===== config.mk =====
export PLATFORM = sky130hd
export DESIGN_NAME = bcd_stopwatch_n
export DESIGN_NICKNAME = d
export VERILOG_FILES = /design/src/rtl/bcd_stopwatch_n.sv
export SDC_FILE = /design/constraint.sdc
export NUM_CORES = 1
export LEC_CHECK = 0
export BUFFER_PORTS_ARGS = -buffer_cell sky130_fd_sc_hd__buf_2
export CORE_AREA = 2 2 71 73
export CTS_BUF_LIST = sky130_fd_sc_hd__clkbuf_4 sky130_fd_sc_hd__clkbuf_8
export DETAILED_ROUTE_END_ITERATION = 10
export DIE_AREA = 0 0 73 75
export SLEW_MARGIN = 20
export SYNTH_ARGS = -nofsm -noshare
export SYNTH_HDL_FRONTEND = slang
export SYNTH_SLANG_ARGS = --single-unit

===== constraint.sdc =====
create_clock -name clk -period 1.9 [get_ports clk]
set_input_delay 0.095 -clock clk [delete_from_list [all_inputs] [get_ports clk]]
set_output_delay 0.095 -clock clk [all_outputs]
set_load 0.02 [all_outputs]

===== src/rtl/bcd_stopwatch_n.sv =====
// Multi-digit BCD up/down stopwatch: prescaled run/pause, clamped preload, wrap limit, lap-freeze display.
// Latency: count->digits 1 cycle, wrap/running registered; no backpressure, inputs sampled every cycle.
module bcd_stopwatch_n #(
    parameter int DIGITS = 2,
    parameter int MAX    = 99,
    parameter int DIV    = 1
) (
    input  logic                  clk,
    input  logic                  rest_n,
    input  logic                  start,
    input  logic                  stop,
    input  logic                  clr,
    input  logic                  up_dn,
    input  logic                  load,
    input  logic [4*DIGITS-1:0]   load_val,
    input  logic                  lap,
    output logic [4*DIGITS-1:0]   digits,
    output logic                  wrap,
    output logic                  running
);
    localparam int W  = 4 * DIGITS;
    localparam int PW = (DIV > 1) ? $clog2(DIV) : 1;

    function automatic logic [W-1:0] to_bcd(input int v);
        int r;
        r      = v;
        to_bcd = '0;
        for (int i = 0; i < DIGITS; i++) begin
            to_bcd[4*i +: 4] = 4'(r % 10);
            r = r / 10;
        end
    endfunction

    localparam logic [W-1:0]  MAX_BCD  = to_bcd(MAX);
    localparam logic [PW-1:0] PSC_LAST = PW'(DIV - 1);

    generate
        if (DIGITS < 1 || DIGITS > 8) begin : g_bad_digits
            $error("bcd_stopwatch_n: DIGITS must be 1..8");
        end
        if (MAX < 0 || MAX >= 10**DIGITS) begin : g_bad_max
            $error("bcd_stopwatch_n: MAX must be below 10**DIGITS");
        end
        if (DIV < 1) begin : g_bad_div
            $error("bcd_stopwatch_n: DIV must be at least 1");
        end
    endgenerate

    typedef enum logic [1:0] {IDLE, RUN, PAUSE} state_t;

    state_t         state_q, state_d;
    logic [W-1:0]   count_q, count_d;
    logic [W-1:0]   digits_q, digits_d;
    logic [PW-1:0]  psc_q, psc_d;
    logic           wrap_q, wrap_d;
    logic           running_q;

    logic           tick;
    logic [W-1:0]   inc_v, dec_v, load_v;
    logic           carry, borrow;
    logic [3:0]     nib;

    assign tick = (state_q == RUN) && (psc_q == PSC_LAST);

    always_comb begin
        state_d = state_q;
        if (clr) begin
            state_d = IDLE;
        end else begin
            case (state_q)
                IDLE:    if (start && !stop) state_d = RUN;
                RUN:     if (stop)           state_d = PAUSE;
                PAUSE:   if (start && !stop) state_d = RUN;
                default:                     state_d = IDLE;
            endcase
        end
    end

    // Ripple BCD increment/decrement and saturating preload, one nibble at a time.
    always_comb begin
        inc_v  = count_q;
        dec_v  = count_q;
        load_v = '0;
        carry  = 1'b1;
        borrow = 1'b1;
        nib    = '0;
        for (int i = 0; i < DIGITS; i++) begin
            if (carry) begin
                if (count_q[4*i +: 4] == 4'd9) begin
                    inc_v[4*i +: 4] = 4'd0;
                end else begin
                    inc_v[4*i +: 4] = count_q[4*i +: 4] + 4'd1;
                    carry = 1'b0;
                end
            end
            if (borrow) begin
                if (count_q[4*i +: 4] == 4'd0) begin
                    dec_v[4*i +: 4] = 4'd9;
                end else begin
                    dec_v[4*i +: 4] = count_q[4*i +: 4] - 4'd1;
                    borrow = 1'b0;
                end
            end
            nib = load_val[4*i +: 4];
            load_v[4*i +: 4] = (nib > 4'd9) ? 4'd9 : nib;
        end
        // Valid BCD orders the same as plain unsigned, so the clamp is a vector compare.
        if (load_v > MAX_BCD) load_v = MAX_BCD;
    end

    always_comb begin
        count_d = count_q;
        wrap_d  = 1'b0;
        psc_d   = '0;
        if (clr) begin
            count_d = '0;
        end else begin
            if (load && state_q != RUN) begin
                count_d = load_v;
            end else if (tick) begin
                if (up_dn) begin
                    if (count_q == MAX_BCD) begin
                        count_d = '0;
                        wrap_d  = 1'b1;
                    end else begin
                        count_d = inc_v;
                    end
                end else begin
                    if (count_q == '0) begin
                        count_d = MAX_BCD;
                        wrap_d  = 1'b1;
                    end else begin
                        count_d = dec_v;
                    end
                end
            end
            if (state_q == RUN && state_d == RUN && !tick) psc_d = psc_q + PW'(1);
        end
        if (clr)       digits_d = '0;
        else if (lap)  digits_d = digits_q;
        else           digits_d = count_q;
    end

    always_ff @(posedge clk or negedge rest_n) begin
        if (!rest_n) begin
            state_q   <= IDLE;
            count_q   <= '0;
            digits_q  <= '0;
            psc_q     <= '0;
            wrap_q    <= 1'b0;
            running_q <= 1'b0;
        end else begin
            state_q   <= state_d;
            count_q   <= count_d;
            digits_q  <= digits_d;
            psc_q     <= psc_d;
            wrap_q    <= wrap_d;
            running_q <= (state_d == RUN);
        end
    end

    assign digits  = digits_q;
    assign wrap    = wrap_q;
    assign running = running_q;
endmodule


# --- Yosys cells after proc, flatten, opt, wreduce, memory -nomap -nowiden ---
# Cells that the tools add are included.
# Widths: inputs -> output; s select.
classes:
  n_lt_le_gt_ge: 3
  bitwise_logic: 1
  muxes: 31
  reduce_logical: 15
  add_sub_neg: 5
  n_eq_ne: 9
ops:
  columns: ["op", "n"]
  rows:
  - ["$mux 8", 9]
  - ["$mux 4", 8]
  - ["$mux 1", 10]
  - ["$add 4x1->4 const B", 2]
  - ["$eq 4x4->1 const B", 2]
  - ["$eq 8x8->1 const B", 1]
  - ["$gt 4x4->1 const B", 2]
  - ["$gt 8x8->1 const B", 1]
  - ["$logic_not 4->1", 2]
  - ["$logic_not 8->1", 1]
  - ["$sub 4x1->4 const B", 2]
  - ["$mux 2", 3]
  - ["$logic_and 1x1->1", 5]
  - ["$ne 5x2->1 const B", 1]
  - ["$reduce_bool 5->1", 1]
  - ["$eq 2x1->1 const B", 2]
  - ["$pmux 2 s2", 1]
  - ["$reduce_and 3->1", 1]
  - ["$reduce_bool 3->1", 1]
  - ["$eq 2x2->1 const B", 1]
  - ["$logic_not 1->1", 2]
  - ["$logic_not 2->1", 1]
  - ["$ne 2x1->1 const B", 1]
  - ["$ne 2x2->1 const B", 1]
  - ["other kinds (3)", 3]
totals:
  wordCells: 71
  inputBits: 16
  out_inout_bits: 10
  regBits: 21

# --- Depth between registers and ports, before layout ---
depth:
  ltp_word: 10
  mapped_depth: 6

# --- Least setup slack after synthesis ---
# Ideal clock, no wire load.
synth_path:
  kind: "reg2reg"
  start: "reg count_q[0]"
  end: "reg count_q[6]"
  synth_period_minus_slack_ns: 1.894
  setup_time_ns: 0.126
  n_path_buf: 0
  path_stages_with_launch: 7
  path_slack_ns: 0.006
  t_required_ns: 1.774
  arrival_ns: 1.768
  cell_sequence: "dfrtp_1 inv_1 ha_1 or4b_4 a21oi_2 nor3_1 a221o_1"
synth_via:
  elab_chain_len: 6
synth_rtl:
  columns: ["item", "line", "rtl"]
  rows:
  - ["start: declaration", "52", "logic [W-1:0] count_q, count_d;"]
  - ["start signal: assignment", "154", "count_q <= count_d;"]
  - ["$eq 8x8->1 or $logic_not 8->1 (tied branches)", "122, 129", null]
  - ["$mux 8 (on tied branches)", "122, 129", null]
  - ["$mux 8", "121", "if (up_dn) begin"]
  - ["$mux 8", "120", "end else if (tick) begin"]
  - ["$mux 8", "118", "if (load && state_q != RUN) begin"]
  - ["$mux 8", "115", "if (clr) begin"]
# Several ways; a longest one is shown, not always the timed one. The select of a mux whose other input is x is not followed.
# A chain may end at the register's enable or synchronous reset.

# --- Worst setup path in the final report ---
layout_path:
  start: "reg count_q[1]"
  end: "reg count_q[6]"
# The elaborated chain is that of the path after synthesis.

==> qor_table.md <==
| Result | Value |
|:---|:---|
| Outcome | completed |
| Height of the die | 75 um |
| Num rows | 25 |
| Crit-path max cell delay | 490 ps |
| CP Buf/Inv Count | 1 |
| Total length of routed met3 wires | 216 um |
| Worst path cell trace | inv_2, ha_4, or4b_4, a21oi_2, nor3_2, a221o_1 |
| Share of layout cells above drive strength 1 | 28.0% |
| Final Total Pwr | 1050 uW |
| Count of synthesis-stage warnings from yosys | 0 |
| Arrival time at the worst endpoint | 1960 ps |
| Antenna violations before repair | 0 |
| Horizontal die dimension | 73 um |
| Max-Cap Viols | 0 |
| Met1 wire length | 1.74 mm |
| LEAKAGE | 0.000806 uW |
| Antenna cell count | 0 |
| Uppermost routed layer | met4 |
| Total nets after synthesis | 177 |
| Cell at the root of the clock tree | sky130_fd_sc_hd__clkbuf_8 |
| Clock latency at the later pin of the worst-skew pair | 260 ps |
| Antenna violation net count after detailed routing | 0 |
| Netlist cell types | 48 |
| Synth Instances | 155 |
| Top cells by instance count after synthesis | sky130_fd_sc_hd__dfrtp_1 (21), sky130_fd_sc_hd__nor2_1 (20), sky130_fd_sc_hd__inv_1 (10), sky130_fd_sc_hd__mux2i_1 (10) |
| Mean area per synthesized cell | 9.13 um2 |
| Final hold vios | 0 |
| Total detailed-routing wirelength | 3.31 mm |
| Wire length of the first global-routing pass | 5.50 mm |
| Last weighted congestion value of the routability-driven placer | 0.799 |
| Initial Util | 30.4% |
| Share of the yosys chip area belonging to registers | 37.1% |
| Number of slew-limit violations in the final report | 0 |
| Standard cell core area | 4660 um2 |
| CP delay by family, top | simple AND/OR/NAND/NOR gates |
| Count of unresolved DRC violations after routing | 0 |
| Clk sink count | 21 |
| Dominant cell by count in the synthesized netlist | sky130_fd_sc_hd__dfrtp_1 |
| H-tree depth | 1 |
| Clock tree from TritonCTS | yes |
| Post-layout minimum cycle time | 1810 ps |
| Power per unit of standard cell area | 613 nW/um2 |
| Asr flop ratio synth | 100% |
| Final setup fails | 0 |
| Max Clock Freq | 0.552 GHz |
| Worst setup EP type | flop |
| Number of vias per cell | 5.21 |
| Fraction of post-synthesis cell area in the top cell type by area | 37.1% |
| Worst-case setup margin in the final layout | 89.0 ps |
| Number of detailed-routing iterations run before antenna repair | 4 |
| Min-Delay Path Class | in -> reg |
| Count of buffers inserted at the top-level ports | 25 |
| Least-Margin Pin Slew | 503 ps |
| Slew HR | 66.5% |
| Number of global-route vias before repair | 1105 |
| Total overflow reported by the global router | 0 |
| Dominant cell type by area after synthesis | sky130_fd_sc_hd__dfrtp_1 |
| Filler cell count in the final layout | 481 |
| Metal2 WL | 1.32 mm |
| Most used flip-flop cell after synthesis | sky130_fd_sc_hd__dfrtp_1 |
| Flop and latch count out of synthesis | 21 |
| Clock transition time at the flip-flop clock pins of the worst setup and hold paths | 80 ps |
| Number of enable-type register cells in the synthesized netlist | 0 |
| Required @ worst endpoint | 2050 ps |
| Largest clock skew in the final design | 1.51 ps |
| Critical path launch point type | flop |
| Average wire per cell in the routed design | 13.8 um |
| Number of ports placed on the die boundary | 26 |
| Highest ir drop seen on vdd | 0.299 mV |
| Master of the slowest instance on the critical path | sky130_fd_sc_hd__or4b_4 |
| Main area contributors after synthesis | sky130_fd_sc_hd__dfrtp_1 (37%), sky130_fd_sc_hd__mux2i_1 (7.1%), sky130_fd_sc_hd__ha_1 (5.3%) |
| Maximum number of pins on one net before global-route repair | 26 |
| Critical setup path kind | reg -> reg |
| Worst slack, placed | 6.68 ps |
| Crit-path max FO | 5 |
| Post-route core utilization | 36.9% |
| Total CTS buffers | 3 |
| Iteration-0 DRC count of the detailed router | 87 |
| Number of nets at the end of the flow | 209 |
| Layout Area Growth over Synthesis | 21.6% |
| Die area | 5480 um2 |
| DP HPWL | 2.46 mm |
| Synthesized cell area | 1420 um2 |
| All-layer global routing usage | 13.0% |
| Total number of vias | 1251 |
| Fin crit share | 95.3% |
| Max Root-Sink Buffers | 2 |
state kept, by name (all words and copies together) (netlist names):
name	cells
state_q	2
running	1
digits	8
wrap	1
psc_q	1
count_q	8
path summary, 6_finish.rpt:
check,slack [ps],from,depth (start not counted),to
worst min register to register,520,digits[5],2,digits[5]
max in group asynchronous,1230,rest_n,2,count_q[7]
worst max-delay path,90,count_q[1],6,count_q[6]
worst max register to register,90,count_q[1],6,count_q[6]
worst min-delay path,30,stop,2,running
min in group asynchronous,340,rest_n,2,digits[0]
layer usage:
metal	global-route usage [%]	up-vias
li1	-	626
met4	3.09	0
met5	0	-
met2	18.0	48
met1	20.2	573
met3	2.95	4
cell families (layout without fill, tap and decap cells):
group,Yosys count,in the layout,share of synthesized area [%]
multiplexers,10,10,7.07
adder cells (fa/ha/maj),6,6,5.30
flip-flops,21,21,37.1
other,1,1,0.265
AO/OA/AOI/OAI,41,41,21.4
AND/OR/NAND/NOR,54,54,21.4
buffers and inverters,22,53,7.43
final cells by class:
cell class	count	area (um2)	share of cell area, %
clock buffer	4	48.8	2.84
inverter	10	37.5	2.18
multi-input combinational	112	808	47.0
sequential	21	526	30.5
tap	54	67.6	3.93
timing repair buffer	39	233	13.5
where the power goes:
part / leakage [uW] / internal [uW] / switching [uW]
Sequential: 0.000283 / 467 / 16.2
Clock: 0.0000262 / 164 / 146
Combinational: 0.000496 / 116 / 145
repair_timing:
item                                   in CTS  in global routing
gates resized for setup                     1                  5
cloned                                      0                  0
setup buffers                               0                  2
endpoints found under the hold margin      21                  0
setup endpoints to repair                   1                  5
hold buffers                                1                  0
pin swaps                                   0                  2
cells in the final DEF, fill, tap and decap left out, drive strengths merged, types with 5 or more instances in the layout:
cell type and count:
ha 6, nor2 20, buf 38, a31oi 5, nand3 5, inv 10
a21oi 5, o21ai 5, nand2b 5, nand2 6, mux2i 10, dfrtp 21
metrics by stage:
stage / area (um2) / instances / TNS, ps / hold WS (ps)
after floorplan: 1420 / 155 / 0 / -201
after global placement: 1620 / 233 / 0 / 89.3
after detailed placement: 1620 / 233 / 0 / 94.6
after CTS: 1680 / 238 / 0 / 22.9
after global routing: 1720 / 240 / -6.21 / 34.5
final: 1720 / 240 / 0 / 26.2
Note: power is estimated with default switching activity, not from simulation.
